--- src/rtl/gb_bus_pkg.sv ---
// Shared constants and types for the system bus arbiter and its OAM DMA sequencer.
//   ADDR_DMA_REG : CPU address of the DMA source-page register
//   HI_PAGE      : upper address byte of the high page (never blocked by DMA)
//   DMA_PAGE_MAX : highest source page used as-is; higher pages fold down by 0x20
package gb_bus_pkg;

    localparam logic [15:0] ADDR_DMA_REG = 16'hFF46;
    localparam logic [7:0]  HI_PAGE      = 8'hFF;
    localparam logic [7:0]  DMA_PAGE_MAX = 8'hDF;

    typedef enum logic [1:0] {
        DmaIdle,
        DmaStart,
        DmaXfer
    } dma_state_e;

    typedef enum logic {
        OwnerCpu,
        OwnerDma
    } bus_owner_e;

endpackage

--- src/rtl/sys_bus_arbiter_if.sv ---
// Main system bus seen by the arbiter.
//   bus_addr/bus_enable/bus_write/bus_wdata : driven by the arbiter (master)
//   bus_rdata                               : returned by the memory side (slave)
interface sys_bus_arbiter_if;

    logic [15:0] bus_addr;
    logic        bus_enable;
    logic        bus_write;
    logic [7:0]  bus_wdata;
    logic [7:0]  bus_rdata;

    modport master (
        output bus_addr,
        output bus_enable,
        output bus_write,
        output bus_wdata,
        input  bus_rdata
    );

    modport slave (
        input  bus_addr,
        input  bus_enable,
        input  bus_write,
        input  bus_wdata,
        output bus_rdata
    );

endinterface

--- src/rtl/oam_dma_seq.sv ---
// OAM DMA sequencer: holds the source-page register, the DMA FSM and byte index,
// and drives the OAM write port.
//   commit           : last clk of the M-cycle (t_cycle==3); all state moves here
//   reg_wr/reg_wdata : CPU write to the source-page register
//   bus_rdata        : main bus read data, forwarded to OAM on each transfer
//   src_page         : current register value (CPU read-back)
//   dma_xfer         : sequencer is driving dma_addr onto the main bus this M-cycle
//   dma_active       : DMA owns the main bus
//   oam_*            : OAM write port, strobe one clk wide at commit
module oam_dma_seq
    import gb_bus_pkg::*;
#(
    parameter int unsigned DMA_LEN         = 160,
    parameter int unsigned DMA_START_DELAY = 1
) (
    input  logic        clk,
    input  logic        reset,
    input  logic        commit,
    input  logic        reg_wr,
    input  logic [7:0]  reg_wdata,
    input  logic [7:0]  bus_rdata,
    output logic [7:0]  src_page,
    output logic        dma_xfer,
    output logic [15:0] dma_addr,
    output logic        dma_active,
    output logic [7:0]  oam_addr,
    output logic        oam_write,
    output logic [7:0]  oam_wdata
);

    localparam logic [7:0] IDX_LAST   = 8'(DMA_LEN - 1);
    localparam logic [7:0] DELAY_LAST = 8'(DMA_START_DELAY - 1);
    // With no start delay a register write goes straight to transferring.
    localparam dma_state_e START_STATE = (DMA_START_DELAY == 0) ? DmaXfer : DmaStart;

    dma_state_e state_q, state_d;
    logic [7:0] idx_q, idx_d;
    logic [7:0] delay_q, delay_d;
    logic [7:0] src_page_q, src_page_d;
    logic       restart_q, restart_d;
    logic [7:0] eff_page;

    always_ff @(posedge clk) begin
        if (reset) begin
            state_q    <= DmaIdle;
            idx_q      <= '0;
            delay_q    <= '0;
            src_page_q <= '0;
            restart_q  <= 1'b0;
        end else begin
            state_q    <= state_d;
            idx_q      <= idx_d;
            delay_q    <= delay_d;
            src_page_q <= src_page_d;
            restart_q  <= restart_d;
        end
    end

    always_comb begin
        state_d    = state_q;
        idx_d      = idx_q;
        delay_d    = delay_q;
        src_page_d = src_page_q;
        restart_d  = restart_q;
        if (commit) begin
            unique case (state_q)
                DmaStart: begin
                    if (delay_q == DELAY_LAST) begin
                        state_d = DmaXfer;
                        idx_d   = '0;
                    end else begin
                        delay_d = delay_q + 8'd1;
                    end
                end
                DmaXfer: begin
                    if (idx_q == IDX_LAST) begin
                        state_d = DmaIdle;
                        idx_d   = '0;
                    end else begin
                        idx_d = idx_q + 8'd1;
                    end
                end
                default: ;
            endcase
            // A register write overrides the step above; the byte of the
            // current M-cycle has already been strobed into OAM.
            if (reg_wr) begin
                src_page_d = reg_wdata;
                state_d    = START_STATE;
                idx_d      = '0;
                delay_d    = '0;
                // Bus stays held through the delay only if it was already held.
                restart_d  = (state_q == DmaXfer) || ((state_q == DmaStart) && restart_q);
            end
        end
    end

    // Pages above 0xDF fold down onto work RAM (echo region).
    assign eff_page   = (src_page_q > DMA_PAGE_MAX) ? (src_page_q - 8'h20) : src_page_q;
    assign src_page   = src_page_q;
    assign dma_xfer   = (state_q == DmaXfer);
    assign dma_addr   = dma_xfer ? {eff_page, idx_q} : '0;
    assign dma_active = dma_xfer || ((state_q == DmaStart) && restart_q);
    assign oam_write  = dma_xfer && commit && !reset;
    assign oam_addr   = oam_write ? idx_q : '0;
    assign oam_wdata  = oam_write ? bus_rdata : '0;

endmodule

--- src/rtl/sys_bus_arbiter.sv ---
// System bus arbiter between the CPU core, the main bus and the OAM DMA engine.
// Tracks the M-cycle phase, decodes CPU addresses and muxes main-bus ownership.
//   clk, reset            : system clock, synchronous active-high reset
//   cpu_*                 : CPU access request and read data
//   bus                   : main system bus (sys_bus_arbiter_if.master)
//   hi_*                  : high page 0xFF00-0xFFFF, offset only, never blocked
//   oam_*                 : OAM write port fed by the DMA engine
//   dma_active            : DMA owns the main bus
// Optional build macro DMA_BUS_CONFLICT_EN: a CPU main-bus read blocked by DMA
// returns the byte currently on the bus instead of 0xFF.
module sys_bus_arbiter
    import gb_bus_pkg::*;
#(
    parameter int unsigned DMA_LEN         = 160,
    parameter int unsigned DMA_START_DELAY = 1
) (
    input  logic                     clk,
    input  logic                     reset,
    input  logic [15:0]              cpu_addr,
    input  logic                     cpu_enable,
    input  logic                     cpu_write,
    input  logic [7:0]               cpu_wdata,
    output logic [7:0]               cpu_rdata,
    sys_bus_arbiter_if.master        bus,
    output logic [7:0]               hi_addr,
    output logic                     hi_enable,
    output logic                     hi_write,
    output logic [7:0]               hi_wdata,
    input  logic [7:0]               hi_rdata,
    output logic [7:0]               oam_addr,
    output logic                     oam_write,
    output logic [7:0]               oam_wdata,
    output logic                     dma_active
);

    logic [1:0]  t_cycle_q, t_cycle_d;
    logic        commit;
    logic        is_dma_reg;
    logic        is_hi;
    logic        cpu_main;
    logic        cpu_hi;
    logic        reg_wr;
    logic [7:0]  src_page;
    logic        dma_xfer;
    logic [15:0] dma_addr;
    bus_owner_e  owner;

    // Same reset as the CPU core's counter, so both agree on the phase.
    always_ff @(posedge clk) begin
        if (reset) t_cycle_q <= '0;
        else       t_cycle_q <= t_cycle_d;
    end

    always_comb begin
        t_cycle_d = t_cycle_q + 2'd1;
    end

    assign commit     = (t_cycle_q == 2'd3);
    assign is_dma_reg = (cpu_addr == ADDR_DMA_REG);
    assign is_hi      = (cpu_addr[15:8] == HI_PAGE) && !is_dma_reg;
    assign cpu_hi     = cpu_enable && is_hi;
    assign cpu_main   = cpu_enable && (cpu_addr[15:8] != HI_PAGE);
    assign reg_wr     = cpu_enable && cpu_write && is_dma_reg;
    assign owner      = dma_active ? OwnerDma : OwnerCpu;

    oam_dma_seq #(
        .DMA_LEN         (DMA_LEN),
        .DMA_START_DELAY (DMA_START_DELAY)
    ) u_dma (
        .clk        (clk),
        .reset      (reset),
        .commit     (commit),
        .reg_wr     (reg_wr),
        .reg_wdata  (cpu_wdata),
        .bus_rdata  (bus.bus_rdata),
        .src_page   (src_page),
        .dma_xfer   (dma_xfer),
        .dma_addr   (dma_addr),
        .dma_active (dma_active),
        .oam_addr   (oam_addr),
        .oam_write  (oam_write),
        .oam_wdata  (oam_wdata)
    );

    // Main bus: DMA read, CPU pass-through, or idle (incl. restart delay).
    always_comb begin
        bus.bus_addr   = '0;
        bus.bus_enable = 1'b0;
        bus.bus_write  = 1'b0;
        bus.bus_wdata  = '0;
        if (dma_xfer) begin
            bus.bus_addr   = dma_addr;
            bus.bus_enable = 1'b1;
        end else if ((owner == OwnerCpu) && cpu_main) begin
            bus.bus_addr   = cpu_addr;
            bus.bus_enable = 1'b1;
            bus.bus_write  = cpu_write;
            bus.bus_wdata  = cpu_wdata;
        end
    end

    always_comb begin
        hi_addr   = '0;
        hi_enable = 1'b0;
        hi_write  = 1'b0;
        hi_wdata  = '0;
        if (cpu_hi) begin
            hi_addr   = cpu_addr[7:0];
            hi_enable = 1'b1;
            hi_write  = cpu_write;
            hi_wdata  = cpu_wdata;
        end
    end

    always_comb begin
        cpu_rdata = 8'hFF;
        if (cpu_enable) begin
            if (is_dma_reg) begin
                cpu_rdata = src_page;
            end else if (is_hi) begin
                cpu_rdata = hi_rdata;
            end else if (owner == OwnerCpu) begin
                cpu_rdata = bus.bus_rdata;
            end else begin
`ifdef DMA_BUS_CONFLICT_EN
                cpu_rdata = bus.bus_rdata;
`else
                cpu_rdata = 8'hFF;
`endif
            end
        end
    end

endmodule
--- src/flat_wrapper.sv ---
// flat-port wrapper written by rule: the top's interface ports become plain ports
module sys_bus_arbiter_flat import gb_bus_pkg::*;
#(
    parameter int unsigned DMA_LEN         = 160,
    parameter int unsigned DMA_START_DELAY = 1
)
  (clk, reset, cpu_addr, cpu_enable, cpu_write, cpu_wdata, cpu_rdata, hi_addr, hi_enable, hi_write, hi_wdata, hi_rdata, oam_addr, oam_write, oam_wdata, dma_active, bus_bus_addr, bus_bus_enable, bus_bus_write, bus_bus_wdata, bus_bus_rdata);
  sys_bus_arbiter_if bus_i ();
  input  logic clk;
  input  logic reset;
  input  logic [15:0] cpu_addr;
  input  logic cpu_enable;
  input  logic cpu_write;
  input  logic [7:0] cpu_wdata;
  output logic [7:0] cpu_rdata;
  output logic [7:0] hi_addr;
  output logic hi_enable;
  output logic hi_write;
  output logic [7:0] hi_wdata;
  input  logic [7:0] hi_rdata;
  output logic [7:0] oam_addr;
  output logic oam_write;
  output logic [7:0] oam_wdata;
  output logic dma_active;
  output wire logic [$bits(bus_i.bus_addr)-1:0] bus_bus_addr;
  output wire logic [$bits(bus_i.bus_enable)-1:0] bus_bus_enable;
  output wire logic [$bits(bus_i.bus_write)-1:0] bus_bus_write;
  output wire logic [$bits(bus_i.bus_wdata)-1:0] bus_bus_wdata;
  input wire logic [$bits(bus_i.bus_rdata)-1:0] bus_bus_rdata;
  assign bus_bus_addr = bus_i.bus_addr;
  assign bus_bus_enable = bus_i.bus_enable;
  assign bus_bus_write = bus_i.bus_write;
  assign bus_bus_wdata = bus_i.bus_wdata;
  assign bus_i.bus_rdata = bus_bus_rdata;
  sys_bus_arbiter #(.DMA_LEN(DMA_LEN), .DMA_START_DELAY(DMA_START_DELAY)) u_core (.clk(clk), .reset(reset), .cpu_addr(cpu_addr), .cpu_enable(cpu_enable), .cpu_write(cpu_write), .cpu_wdata(cpu_wdata), .cpu_rdata(cpu_rdata), .bus(bus_i), .hi_addr(hi_addr), .hi_enable(hi_enable), .hi_write(hi_write), .hi_wdata(hi_wdata), .hi_rdata(hi_rdata), .oam_addr(oam_addr), .oam_write(oam_write), .oam_wdata(oam_wdata), .dma_active(dma_active));
endmodule
--- config.mk ---
export PLATFORM = sky130hd
export DESIGN_NAME = sys_bus_arbiter_flat
export DESIGN_NICKNAME = d
export VERILOG_FILES = /design/src/rtl/gb_bus_pkg.sv /design/src/rtl/sys_bus_arbiter_if.sv /design/src/rtl/oam_dma_seq.sv /design/src/rtl/sys_bus_arbiter.sv /design/src/flat_wrapper.sv
export SDC_FILE = /design/constraint.sdc
export NUM_CORES = 1
export LEC_CHECK = 0
export ABC_AREA = 1
export CAP_MARGIN = 20
export CORE_MARGIN = 2
export CORE_UTILIZATION = 41
export CTS_CLUSTER_DIAMETER = 40
export DETAILED_ROUTE_END_ITERATION = 7
export PLACE_DENSITY_LB_ADDON = 0.12
export SETUP_SLACK_MARGIN = 0.3
export SLEW_MARGIN = 20
export SYNTH_ARGS = -nofsm -noshare
export SYNTH_HDL_FRONTEND = slang
export SYNTH_SLANG_ARGS = --single-unit
--- constraint.sdc ---
create_clock -name clk -period 2 [get_ports clk]
set_input_delay 0.2 -clock clk [delete_from_list [all_inputs] [get_ports clk]]
set_output_delay 0.2 -clock clk [all_outputs]
set_load 0.02 [all_outputs]
; ---- After elaboration in Yosys (flattened, before gate mapping)
; Index checks and enable logic that the tools add are counted.
[totals]
register_bits = 29
inputBits = 44
output_inout_bits = 70
wordCells = 72
[classes]
n_addsub = 4
n_lt_le_gt_ge = 1
eq_ne = 10
n_mux = 31
bitwise_logic = 1
n_reduce_logical = 19
[ops]
columns = cell, count
row1 = 8-bit two-way mux, 17
row2 = 16-bit two-way mux, 2
row3 = 8-bit by 1-bit adder with 8-bit output (second input constant), 2
row4 = 16-bit == test (second input constant), 1
row5 = 8-bit == test (second input constant), 2
row6 = 8-bit case mux with 2 select lines, 1
row7 = 1-bit logical AND, 9
row8 = 8-bit > comparator (second input constant), 1
row9 = 8-bit zero test, 1
row10 = 8-bit inequality test (second input constant), 1
row11 = 8-bit by 6-bit subtractor with 8-bit output (second input constant), 1
row12 = 1-bit two-way mux, 7
row13 = 2-bit two-way mux, 3
row14 = 3-bit AND reduction, 2
row15 = 2-bit == test (second input constant), 2
row16 = 2-bit case mux with 2 select lines, 1
row17 = 4-bit AND reduction, 1
row18 = 3-bit by 1-bit inequality test with 1-bit output (second input constant), 1
row19 = 3-bit by 2-bit inequality test with 1-bit output (second input constant), 1
row20 = 3-bit nonzero test, 1
row21 = 2-bit by 1-bit adder with 2-bit output (second input constant), 1
row22 = 2-bit by 1-bit == test with 1-bit output (second input constant), 1
row23 = 1-bit zero test, 2
row24 = 2-bit by 1-bit inequality test with 1-bit output (second input constant), 1
row25 = 4 further kinds, 4

; ---- Logic depth before layout (Yosys ltp)
[depth]
word_depth = 8
ltp_mapped = 10

; ---- By module
; From an unflattened synthesis, not the netlist that was laid out.
[unflattened]
cells_unflattened = 441
area_unflattened_um2 = 2529.9
[by_module_without_submodules]
columns = mod, n_inst, cells_each, area_per_inst_um2
row1 = oam_dma_seq, 1, 264, 1687.9
row2 = sys_bus_arbiter, 1, 177, 842.1

; ---- Worst setup path before layout
; No wires, ideal clock.
[synth_path]
path_kind = flip-flop to output port
startpoint = reg u_core.u_dma.state_q[0]
endpoint = out bus_bus_addr[10]
arrival_ns = 1.649
path_slack_ns = 0.151
path_stages_with_launch = 8
path_cell_list = dfxtp_1 inv_1 ha_1 buf_2 a21oi_1 nand3_2 buf_2 o22ai_1
[synth_via]
elab_chain_cells = 8
[synth_lines]
columns = item, line_no
row1 = start: declaration, oam_dma_seq.sv:36  ; dma_state_e state_q, state_d;
row2 = start signal: assignment, oam_dma_seq.sv:45  ; state_q <= DmaIdle;
row3 = start signal: assignment, oam_dma_seq.sv:51  ; state_q <= state_d;
row4 = 2-bit by 1-bit == test with 1-bit output, oam_dma_seq.sv:103  ; assign dma_active = dma_xfer || ((state_q == DmaStart) && restart_q);
row5 = 1-bit logical AND, oam_dma_seq.sv:103
row6 = 1-bit logical OR, oam_dma_seq.sv:103
row7 = 1-bit two-way mux, sys_bus_arbiter.sv:64  ; assign owner = dma_active ? OwnerDma : OwnerCpu;
row8 = 1-bit inverter, sys_bus_arbiter.sv:94  ; end else if ((owner == OwnerCpu) && cpu_main) begin
row9 = 1-bit logical AND, sys_bus_arbiter.sv:94
row10 = 16-bit two-way mux, sys_bus_arbiter.sv:94
row11 = 16-bit two-way mux (*), sys_bus_arbiter.sv:91  ; if (dma_xfer) begin
row12 = end: declaration, flat_wrapper.sv:25  ; output wire logic [$bits(bus_i.bus_addr)-1:0] bus_bus_addr;
; Every way passes the cells marked *; elsewhere a longest branch is shown, timed or not.

; ---- Final worst setup path
[layout_path]
startpoint = reg u_core.u_dma.state_q[1]
endpoint = out bus_bus_wdata[1]
[layout_via]
elab_chain_cells = 8
[layout_lines]
columns = item, line_no
row1 = 2-bit by 1-bit == test with 1-bit output, oam_dma_seq.sv:103
row2 = 1-bit logical AND, oam_dma_seq.sv:103
row3 = 1-bit logical OR, oam_dma_seq.sv:103
row4 = 1-bit two-way mux, sys_bus_arbiter.sv:64
row5 = 1-bit inverter, sys_bus_arbiter.sv:94
row6 = 1-bit logical AND, sys_bus_arbiter.sv:94
row7 = 8-bit two-way mux, sys_bus_arbiter.sv:94
row8 = 8-bit two-way mux (*), sys_bus_arbiter.sv:91
row9 = end: declaration, flat_wrapper.sv:28  ; output wire logic [$bits(bus_i.bus_wdata)-1:0] bus_bus_wdata;
; Marks and branches as above.

==> flow_metrics.env <==
export IMPL_crit_path_max_incr_delay_ps=390
export IMPL_viasPerCell=5.26
export IMPL_cp_end_kind="output port"
export IMPL_ant_nets=0
export IMPL_avgRoutedWirePerCell_microns=16.2
export IMPL_die_height_microns=79.2
export IMPL_path_buf_inv=4
export IMPL_gp_congestion=0.902
export IMPL_worst_path_max_delay_cell="dfxtp_4"
export IMPL_finalCriticalPeriod_ps=1940
export IMPL_syn_cell_area_sq_um=2320
export IMPL_tightest_slew_ps=287
export IMPL_grt_use_total=0.289
export IMPL_cp_startpoint="u_core.u_dma.state_q[1]"
export IMPL_clock_skew_ps=3.74
export IMPL_syn_inst=397
export IMPL_path_max_fanout=5
export IMPL_clock_path_buffers=2
export IMPL_rows=27
export IMPL_synth_nets=448
export IMPL_htreeDepth=2
export IMPL_worstSkewPairLatency_ps=280
export IMPL_ys_flop_type="dfxtp_1"
export IMPL_arrival_ps=1740
export IMPL_hold_violations=0
export IMPL_initial_core_util=0.423
export IMPL_dp_cells=595
export IMPL_cts_root_buffer="clkbuf_8"
export IMPL_cts_tree="built"
export IMPL_path_class="reg2out"
export IMPL_fmax_mhz=516
export IMPL_r2r_end="u_core.u_dma.state_q[0]"
export IMPL_crit_required_ps=1800
export IMPL_r2r_start="u_core.u_dma.state_q[0]"
export IMPL_drt_iter0_drc=193
export IMPL_holdWs_ps=418
export IMPL_power_leakage_nw=2.15
export IMPL_cp_top_family="buffers and inverters"
export IMPL_coreArea_sq_um=5470
export IMPL_synth_seq_cells=29
export IMPL_vdd_drop_max_uv=366
export IMPL_grt_antenna_before_repair=1
export IMPL_ys_types=31
export IMPL_setup_viol=0
export IMPL_globalRouteOverflowTotal=0
export IMPL_clk_pin_slew_worst_paths_ps=70
export IMPL_cts_sinks=29
export IMPL_endpoint="bus_bus_wdata[1]"
export IMPL_die_area_sq_um=6270
export IMPL_status="completed"
export IMPL_area_growth_pct=83.4
export IMPL_nets=601
export IMPL_ff2ff_path_depth=11
export IMPL_drv_slew=0
export IMPL_finish_utilization=0.776
export IMPL_dr_pass1_iters=5
export IMPL_hpwl_mm=6.58
export IMPL_die_x_microns=79.2
export IMPL_drt_wl_total_mm=10.1
export IMPL_grt_max_degree=24
export IMPL_layout_cells_non_filler=624
export IMPL_hold_class="reg2reg"
export IMPL_maxCapViolCount=0
export IMPL_relSlewSlack=0.808
export IMPL_rsz0062_at_grt="yes"
export IMPL_drcViolationCount=0
export IMPL_avgSynthCellArea_sq_um=5.83
export IMPL_num_vias=3281
export IMPL_grt_pass1_wl_mm=14.3
export IMPL_path_cells="inv_4 > ha_4 > a21oi_4 > nand3_4 > buf_12 > buf_16 > nor2_4 > buf_6"
export IMPL_fin_crit_sh=0.970
export IMPL_fin_setup_tns_ps=0
export IMPL_power_density_nw_per_um2=339
export IMPL_cts_buffers=5
export IMPL_drive_gt1_frac=0.356
export IMPL_critPathLaunchType="register"
export IMPL_synth_edf_count=0
export IMPL_fin_total_pwr_mw=1.44
export IMPL_port_buffers=113
export IMPL_synth_warnings=0
export IMPL_async_flop_share=0
export IMPL_yosysSeqAreaShare=0.251
export IMPL_first_global_vias=2911
export IMPL_cp_depth=8
export IMPL_r2r_slack_ps=330
export IMPL_io_pins=114
[worst min-delay path by stage]
stage	from	end	slack, ps	cells past startpoint
floorplan	reset	u_core.u_dma.delay_q[1]	270	1
global placement	u_core.t_cycle_q[0]	u_core.t_cycle_q[0]	400	1
detailed placement	u_core.t_cycle_q[0]	u_core.t_cycle_q[0]	410	1
CTS	u_core.t_cycle_q[0]	u_core.t_cycle_q[0]	410	1
global route	u_core.t_cycle_q[0]	u_core.t_cycle_q[0]	440	1
finish	u_core.t_cycle_q[0]	u_core.t_cycle_q[0]	420	1
[flip-flops by register name (all words and copies together), names as in the netlist]
register,cells
u_core.u_dma.idx_q,8
u_core.u_dma.src_page,8
u_core.u_dma.delay_q,8
u_core.t_cycle_q,2
u_core.u_dma.state_q,2
u_core.u_dma.restart_q,1
[logic make-up (layout without fill, tap and decap cells)]
| logic type | count (synthesis) | after routing | share of synthesized area |
|---|---|---|---|
| buffers and inverters | 96 | 250 | 0.163 |
| adders and majority gates | 7 | 7 | 0.0378 |
| and+or+nand+nor | 196 | 196 | 0.372 |
| other | 0 | 1 | 0 |
| DFF | 29 | 29 | 0.251 |
| AOI/OAI and AO/OA | 69 | 69 | 0.177 |
[through the flow]
step	setup slack [ps]	instance area (sq um)
3_3_place_gp	-339	3770
3_5_place_dp	-364	3770
2_1_floorplan	269	2390
4_1_cts	117	3890
5_1_grt	10.7	4250
6_report	60.9	4250
[power breakdown]
| part | total (mW) | internal (mW) | switching, mW | leakage (nW) |
|---|---|---|---|---|
| clock | 0.471 | 0.241 | 0.230 | 0.0450 |
| combinational | 0.390 | 0.196 | 0.194 | 1.87 |
| sequential | 0.580 | 0.578 | 0.00137 | 0.237 |
[cell usage after synthesis (all sizes together), types with 2 or more instances]
cell type | count | area share
nand4 | 6 | 0.019
dfxtp | 29 | 0.25
o2111ai | 7 | 0.026
o22ai | 14 | 0.038
a21oi | 21 | 0.045
nor2 | 86 | 0.15
inv | 82 | 0.13
buf | 8 | 0.019
o21ai | 24 | 0.058
ha | 7 | 0.038
nand3 | 33 | 0.079
nand2 | 68 | 0.12
clkbuf | 5 | 0.0081
o211ai | 2 | 0.0065
[repair_timing]
action / 4_1_cts / 5_1_grt
cloned: 3 / 2
setup buffers: 4 / 11
setup endpoints to repair: 72 / 97
pin swaps: 6 / 11
hold buffers: 0 / 0
resized for setup: 378 / 83
[metal layers]
| metal | vias up | share of wire | GRT usage | wire [microns] |
|---|---|---|---|---|
| li1 | 1570 | - | - | - |
| met1 | 1506 | 0.40 | 0.351 | 4050 |
| met2 | 171 | 0.49 | 0.511 | 4980 |
| met3 | 34 | 0.082 | 0.0591 | 824 |
| met4 | 0 | 0.024 | 0.0897 | 245 |
| met5 | - | 0 | 0 | 0 |
[cell type report]
class	count	area, sq um
multi-input combinational	272	1650
clock inverter	2	10.0
timing repair inverter	1	8.76
tap	72	90.1
fill	410	1230
inverter	83	328
antenna	1	2.50
sequential	29	591
clock buffer	6	72.6
timing repair buffer	158	1490
[cells in the final DEF, fill, tap and decap left out, types with 3 or more instances in the layout]
cell and count:
nor2_4 9, nand4_1 5, o22ai_4 3, o21ai_0 12, clkinv_2 3, clkbuf_8 5
o21ai_2 5, buf_4 90, ha_1 5, o22ai_2 9, nand2_1 59, nor2_1 67
nand2_4 4, dfxtp_1 25, buf_12 3, inv_2 6, a21oi_1 19, nand3_4 3
nand2_2 5, inv_1 72, o2111ai_1 7, dlymetal6s2s_1 16, clkdlybuf4s50_1 26, nand3_1 28
buf_6 14, o21ai_1 5, nor2_2 10
No activity file was read; power rests on OpenSTA's default activity.
